File: src/rtl/wb_ahbl_pkg.sv
// Shared constants and FSM state type for the Wishbone-classic to AHB-Lite bridge.
package wb_ahbl_pkg;

    localparam logic [1:0] HTRANS_IDLE   = 2'b00;
    localparam logic [1:0] HTRANS_NONSEQ = 2'b10;

    localparam logic [2:0] HSIZE_BYTE = 3'b000;
    localparam logic [2:0] HSIZE_HALF = 3'b001;
    localparam logic [2:0] HSIZE_WORD = 3'b010;

    localparam logic [31:0] DEADBEEF = 32'hDEAD_BEEF;

    typedef enum logic [1:0] {
        ST_IDLE = 2'd0,
        ST_ADDR = 2'd1,
        ST_DATA = 2'd2,
        ST_ACK  = 2'd3
    } state_e;

endpackage

File: src/rtl/wb_sel_decode.sv
// Maps Wishbone byte selects to an AHB transfer size and byte offset within the word.
module wb_sel_decode
    import wb_ahbl_pkg::*;
(
    input  logic [3:0] sel,
    output logic [2:0] hsize,
    output logic [1:0] offset
);

    always_comb begin
        hsize  = HSIZE_WORD;
        offset = 2'd0;
        case (sel)
            4'b0011: hsize = HSIZE_HALF;
            4'b1100: begin hsize = HSIZE_HALF; offset = 2'd2; end
            4'b0001: hsize = HSIZE_BYTE;
            4'b0010: begin hsize = HSIZE_BYTE; offset = 2'd1; end
            4'b0100: begin hsize = HSIZE_BYTE; offset = 2'd2; end
            4'b1000: begin hsize = HSIZE_BYTE; offset = 2'd3; end
            // Non-contiguous or empty selects fall back to a full word access.
            default: ;
        endcase
    end

endmodule

File: src/rtl/wb_ahbl_bridge.sv
// Single-outstanding Wishbone-classic slave to AHB-Lite master bridge.
// Optional HREADY watchdog enabled by defining WB_AHBL_TIMEOUT_EN.
//
// state   | meaning
// IDLE    | waiting for wbs_cyc_i & wbs_stb_i; request registered on accept
// ADDR    | HTRANS=NONSEQ, held until HREADY=1
// DATA    | HTRANS=IDLE, HWDATA driven, HRDATA captured when HREADY=1
// ACK     | one-cycle wbs_ack_o (suppressed if the WB cycle was dropped)
module wb_ahbl_bridge
    import wb_ahbl_pkg::*;
#(
    parameter logic [31:0] ADDR_MASK = 32'h00FF_FFFF,
    parameter logic [31:0] AHB_BASE  = 32'h0000_0000
`ifdef WB_AHBL_TIMEOUT_EN
    ,
    parameter int TIMEOUT_CYCLES = 255
`endif
)(
    input  logic        HCLK,
    input  logic        HRESETn,
    input  logic        wbs_cyc_i,
    input  logic        wbs_stb_i,
    input  logic        wbs_we_i,
    input  logic [3:0]  wbs_sel_i,
    input  logic [31:0] wbs_adr_i,
    input  logic [31:0] wbs_dat_i,
    output logic        wbs_ack_o,
    output logic [31:0] wbs_dat_o,
    output logic [31:0] HADDR,
    output logic [1:0]  HTRANS,
    output logic        HWRITE,
    output logic [2:0]  HSIZE,
    output logic [31:0] HWDATA,
    input  logic        HREADY,
    input  logic [31:0] HRDATA
`ifdef WB_AHBL_TIMEOUT_EN
    ,
    output logic        timeout_o
`endif
);

    state_e      state_q, state_d;
    logic [31:0] haddr_q, haddr_d;
    logic [2:0]  hsize_q, hsize_d;
    logic        hwrite_q, hwrite_d;
    logic [31:0] hwdata_q, hwdata_d;
    logic [31:0] rdata_q, rdata_d;
    logic        abort_q, abort_d;
    logic        timeout_hit;

    logic [2:0]  sel_hsize;
    logic [1:0]  sel_off;

    wb_sel_decode u_sel_decode (
        .sel    (wbs_sel_i),
        .hsize  (sel_hsize),
        .offset (sel_off)
    );

`ifdef WB_AHBL_TIMEOUT_EN
    localparam int TW = $clog2(TIMEOUT_CYCLES + 1);

    logic [TW-1:0] tmr_q, tmr_d;
    logic          tmo_q, tmo_d;

    // Down-counter reloads whenever the bus is ready or no transfer is pending.
    always_comb begin
        tmr_d       = TW'(TIMEOUT_CYCLES);
        timeout_hit = 1'b0;
        if ((state_q == ST_ADDR || state_q == ST_DATA) && !HREADY) begin
            tmr_d       = tmr_q - TW'(1);
            timeout_hit = (tmr_q == TW'(1));
        end
        tmo_d = tmo_q | timeout_hit;
    end

    always_ff @(posedge HCLK or negedge HRESETn) begin
        if (!HRESETn) begin
            tmr_q <= TW'(TIMEOUT_CYCLES);
            tmo_q <= 1'b0;
        end else begin
            tmr_q <= tmr_d;
            tmo_q <= tmo_d;
        end
    end

    assign timeout_o = tmo_q;
`else
    assign timeout_hit = 1'b0;
`endif

    always_comb begin
        state_d  = state_q;
        haddr_d  = haddr_q;
        hsize_d  = hsize_q;
        hwrite_d = hwrite_q;
        hwdata_d = hwdata_q;
        rdata_d  = rdata_q;
        abort_d  = abort_q;
        case (state_q)
            ST_IDLE: begin
                abort_d = 1'b0;
                if (wbs_cyc_i && wbs_stb_i) begin
                    haddr_d  = ((wbs_adr_i & ADDR_MASK & ~32'h3) | AHB_BASE)
                               | {30'd0, sel_off};
                    hsize_d  = sel_hsize;
                    hwrite_d = wbs_we_i;
                    hwdata_d = wbs_dat_i;
                    state_d  = ST_ADDR;
                end
            end
            ST_ADDR: begin
                if (!wbs_cyc_i) abort_d = 1'b1;
                if (timeout_hit) begin
                    if (!hwrite_q) rdata_d = DEADBEEF;
                    state_d = ST_ACK;
                end else if (HREADY) begin
                    state_d = ST_DATA;
                end
            end
            ST_DATA: begin
                // An AHB transfer cannot be aborted; a dropped cycle only hides the ack.
                if (!wbs_cyc_i) abort_d = 1'b1;
                if (HREADY) begin
                    if (!hwrite_q) rdata_d = HRDATA;
                    state_d = ST_ACK;
                end else if (timeout_hit) begin
                    if (!hwrite_q) rdata_d = DEADBEEF;
                    state_d = ST_ACK;
                end
            end
            ST_ACK: state_d = ST_IDLE;
            default: state_d = ST_IDLE;
        endcase
    end

    always_ff @(posedge HCLK or negedge HRESETn) begin
        if (!HRESETn) begin
            state_q  <= ST_IDLE;
            haddr_q  <= 32'd0;
            hsize_q  <= HSIZE_WORD;
            hwrite_q <= 1'b0;
            hwdata_q <= 32'd0;
            rdata_q  <= 32'd0;
            abort_q  <= 1'b0;
        end else begin
            state_q  <= state_d;
            haddr_q  <= haddr_d;
            hsize_q  <= hsize_d;
            hwrite_q <= hwrite_d;
            hwdata_q <= hwdata_d;
            rdata_q  <= rdata_d;
            abort_q  <= abort_d;
        end
    end

    assign HTRANS    = (state_q == ST_ADDR) ? HTRANS_NONSEQ : HTRANS_IDLE;
    assign HADDR     = haddr_q;
    assign HSIZE     = hsize_q;
    assign HWRITE    = hwrite_q;
    assign HWDATA    = hwdata_q;
    assign wbs_dat_o = rdata_q;
    assign wbs_ack_o = (state_q == ST_ACK) && !abort_q;

endmodule

File: config.mk
export PLATFORM = sky130hd
export DESIGN_NAME = wb_ahbl_bridge
export DESIGN_NICKNAME = d
export VERILOG_FILES = /design/src/rtl/wb_ahbl_pkg.sv /design/src/rtl/wb_sel_decode.sv /design/src/rtl/wb_ahbl_bridge.sv
export SDC_FILE = /design/constraint.sdc
export NUM_CORES = 1
export LEC_CHECK = 0
export BUFFER_PORTS_ARGS = -buffer_cell sky130_fd_sc_hd__buf_2
export CORE_MARGIN = 5
export CORE_UTILIZATION = 48
export DETAILED_ROUTE_END_ITERATION = 6
export GPL_TIMING_DRIVEN = 0
export MAX_ROUTING_LAYER = met4
export PLACE_DENSITY = 0.95
export SYNTH_ARGS = -nofsm -noshare
export SYNTH_HDL_FRONTEND = slang
export SYNTH_SLANG_ARGS = --single-unit
File: constraint.sdc
create_clock -name HCLK -period 4.09 [get_ports HCLK]
set_input_delay 0.2045 -clock HCLK [delete_from_list [all_inputs] [get_ports HCLK]]
set_output_delay 0.2045 -clock HCLK [all_outputs]
set_load 0.01 [all_outputs]
==> summary.md <==
| Metric | Value |
|---|---|
| First-pass GRT wire length | `14,650 µm` |
| Seq/Total Area, Yosys | `0.6291` |
| Sequential power share | `0.431` |
| Data arrival, critical path | `1.97 ns` |
| CTS tree | `yes` |
| CTS sink cnt | `94` |
| Fin nets | `554` |
| Worst clock skew | `0.01567 ns` |
| CP Capture Type | `flop` |
| Crit path time final | `1.733 ns` |
| Die H | `98.29 µm` |
| DR top layer | `met4` |
| Clk pin slew, worst setup/hold paths | `0.10 ns` |
| Fillcell total | `582` |
| R2R Path End | `wbs_dat_o[23]$_DFFE_PN0P_` |
| Synth top area share | `0.6221` |
| Total GRT Usage | `0.1939` |
| DRT Pass-1 Iters | `3` |
| Syn avg cell area | `15.99 µm²` |
| Reg area | `2354 µm²` |
| Drt total wl | `8657 µm` |
| Final Instance Area | `5084 µm²` |
| N_diodes | `0` |
| Hold Path Sink | `HADDR[0]$_DFFE_PN0P_` |
| Post-CTS Setup Bufs | `0` |
| Initial DRC count | `74` |
| WL met3 | `798 µm` |
| Max Cap Violations | `0` |
| Die footprint | `9660 µm²` |
| CTS Buf Count | `9` |
| Critical Path Start Type | `flop` |
| Antenna viol nets, final | `0` |
| Ys flop type | `dfrtp_1` |
| Switch share | `0.3331` |
| RSZ-0062 raised after global routing | `false` |
| IO Port Bufs | `188` |
| Multi-input gate area | `1236 µm²` |
| Initial antenna violation count | `0` |
| Hold Buf Count CTS | `1` |
| H-tree Lvls | `3` |
| # DRC | `0` |
| Achievable clock frequency | `0.5772 GHz` |
| Wire length per cell | `15.71 µm` |
| Setup violations, final | `0` |
| Fin. Hold Viols | `0` |
| Most numerous cell in the Yosys netlist | `dfrtp_1` |
| Pwr Density | `745.0 nW/µm²` |
| CTS root buffer | `clkbuf_8` |
| R2R Setup Slk | `2.36 ns` |
| Synth area leaders | `dfrtp_1 (62%), mux2_2 (26%), buf_4 (2.0%)` |
| Routability cong. | `0.8349` |
| Yosys top cell by area | `dfrtp_1` |
| Slew margin rel. | `0.5948` |
| Clock latency on the worst-skew pair | `0.36 ns` |
| Starting Density | `0.4892` |
| Vias in the first global route | `3,057` |
| Critical path required time | `4.33 ns` |
| Post-synthesis register bit count | `94` |
| Pin count of the biggest net entering global routing | `49` |
| Slew Viols, Final | `0` |
| Netlist cell types | `24` |
| HP Start | `wbs_sel_i[2]` |
| Vias post-DR | `2,601` |
| IO Count | `209` |
| Cells after Synth | `234` |
| Worst R2R Path Depth | `5` |
| Sw power | `1.261 mW` |
| M1 WL | `3292 µm` |
| Core area | `7647 µm²` |
| Synth top cells by count | `dfrtp_1 (93), mux2_2 (88), buf_4 (10)` |
| CP Class | `flop to flop` |
| Setup Total Neg Slack | `0 ns` |
| DR vias/cell | `4.721` |
| Hold depth | `2` |
| Reg2reg start | `state_q[0]$_DFFE_PN0P_` |
| Post-synth ARST share | `1.000` |
| Clock share of power | `0.162` |
| Slew @ Worst Pin | `0.6078 ns` |
| Layout cells sized above 1 | `0.6949` |
| Total congestion overflow | `0` |
| Routed wl met2 | `4428 µm` |
| Clock Path Buffers | `2` |
| Final worst-path cycle share | `0.4236` |
| Post-synth EDFFs | `0` |
| Synth warn | `0` |
| Crit-path max FO | `10` |
| Post-DP HPWL | `6991 µm` |
| Area growth, synth to finish | `35.89%` |
| Mapped cell area | `3741 µm²` |
| Int Pwr | `2.526 mW` |
| Die Width | `98.29 µm` |
| Row cnt | `32` |
| Status | `complete, no violations` |
| Comb pwr share | `0.406` |
| Area after DPL | `4873 µm²` |
| Leak pwr | `2.628 nW` |
| HP Class | `input pin to flop` |
| CTS resizes | `0` |
| VDD IR max | `360.8 µV` |
## critical path, cell delays in order, from the launching register on
cell	delay, ns
dfrtp_1	0.43
inv_1	0.09
ha_1	0.24
nand3b_1	0.20
buf_2	0.29
mux2_2	0.38
## logic make-up (layout without fill, tap and decap cells)
kind of cell    after synthesis  after routing  share of synthesized area
fa+ha+maj                     4              4                    0.01338
buf+inv                      23            229                    0.04950
flops                        94             94                     0.6291
compound gates                9              9                    0.01673
other cells                   1             10                   0.001002
xor+xnor                      2              2                   0.004683
mux                          88             88                     0.2649
simple gates                 13             13                    0.02074
## worst max path at each step
stage                                 startpoint                   endpoint  depth (start not counted)
after floorplan           state_q[0]$_DFFE_PN0P_   wbs_dat_o[0]$_DFFE_PN0P_                          5
after global placement                   HRESETn   wbs_dat_o[5]$_DFFE_PN0P_                          1
after detailed placement  state_q[0]$_DFFE_PN0P_  wbs_dat_o[23]$_DFFE_PN0P_                          5
after CTS                 state_q[0]$_DFFE_PN0P_  wbs_dat_o[11]$_DFFE_PN0P_                          5
after global routing      state_q[0]$_DFFE_PN0P_  wbs_dat_o[11]$_DFFE_PN0P_                          5
final                     state_q[0]$_DFFE_PN0P_  wbs_dat_o[23]$_DFFE_PN0P_                          5
## power by group through the flow
stage	combinational, mW	sequential (mW)	clock (mW)
after floorplan	0.647	1.86	0
after global placement	1.50	1.61	0
after detailed placement	1.57	1.66	0
after CTS	1.57	1.64	0.635
after global routing	1.68	1.70	0.687
final	1.54	1.63	0.615
## layout make-up
type / instances / share of cell area
plain buffers: 19 / 0.03347
clock buffers: 12 / 0.02855
clock inverters: 4 / 0.01083
inverters: 4 / 0.002953
multi-input cells: 126 / 0.2432
flip-flops and latches: 94 / 0.4630
well taps: 102 / 0.02510
repair buffers: 190 / 0.1930
## sequential cells by signal (all words and copies together) (netlist names)
| signal | flops |
|---|---|
| HADDR | 24 |
| HSIZE | 2 |
| state_q | 2 |
| HWRITE | 1 |
| wbs_dat_o | 32 |
| abort_q | 1 |
| HWDATA | 32 |
## per-stage QoR
step,power (mW),hold WS [ns],cells,utilization,worst slack (ns)
2_1_floorplan,2.507,-0.09109,243,-,2.607
3_3_place_gp,3.109,0.4267,533,0.6333,2.054
3_5_place_dp,3.223,0.2556,534,0.6373,2.358
5_1_grt,4.068,0.03720,551,0.6648,2.254
4_1_cts,3.844,0.04178,551,0.6648,2.335
6_report,3.787,0.05943,551,0.6648,2.357
## cells in the final DEF, fill, tap and decap left out
master	n
dlygate4sd3_1	1
nor2b_1	2
clkinvlp_4	1
bufinv_16	1
o32a_1	1
clkbuf_1	2
clkbuf_8	15
o21ai_0	2
mux2_2	88
a31oi_1	1
buf_2	190
buf_16	1
a21oi_1	2
nor2_1	3
inv_6	1
inv_1	4
xor2_1	1
a2bb2oi_1	1
nand3b_1	1
nand3_4	1
conb_1	10
dfstp_2	1
nand2_1	5
xnor2_1	1
nor4bb_1	1
buf_4	11
o41ai_1	2
clkinv_4	1
ha_1	4
buf_6	1
dfrtp_1	93
## metal layers
layer,GRT usage,up-vias
li1,-,1214
met3,0.06643,13
met1,0.2183,1240
met4,0.05987,0
met2,0.3261,134
met5,-,-
Note: power is estimated with default switching activity, not from simulation.
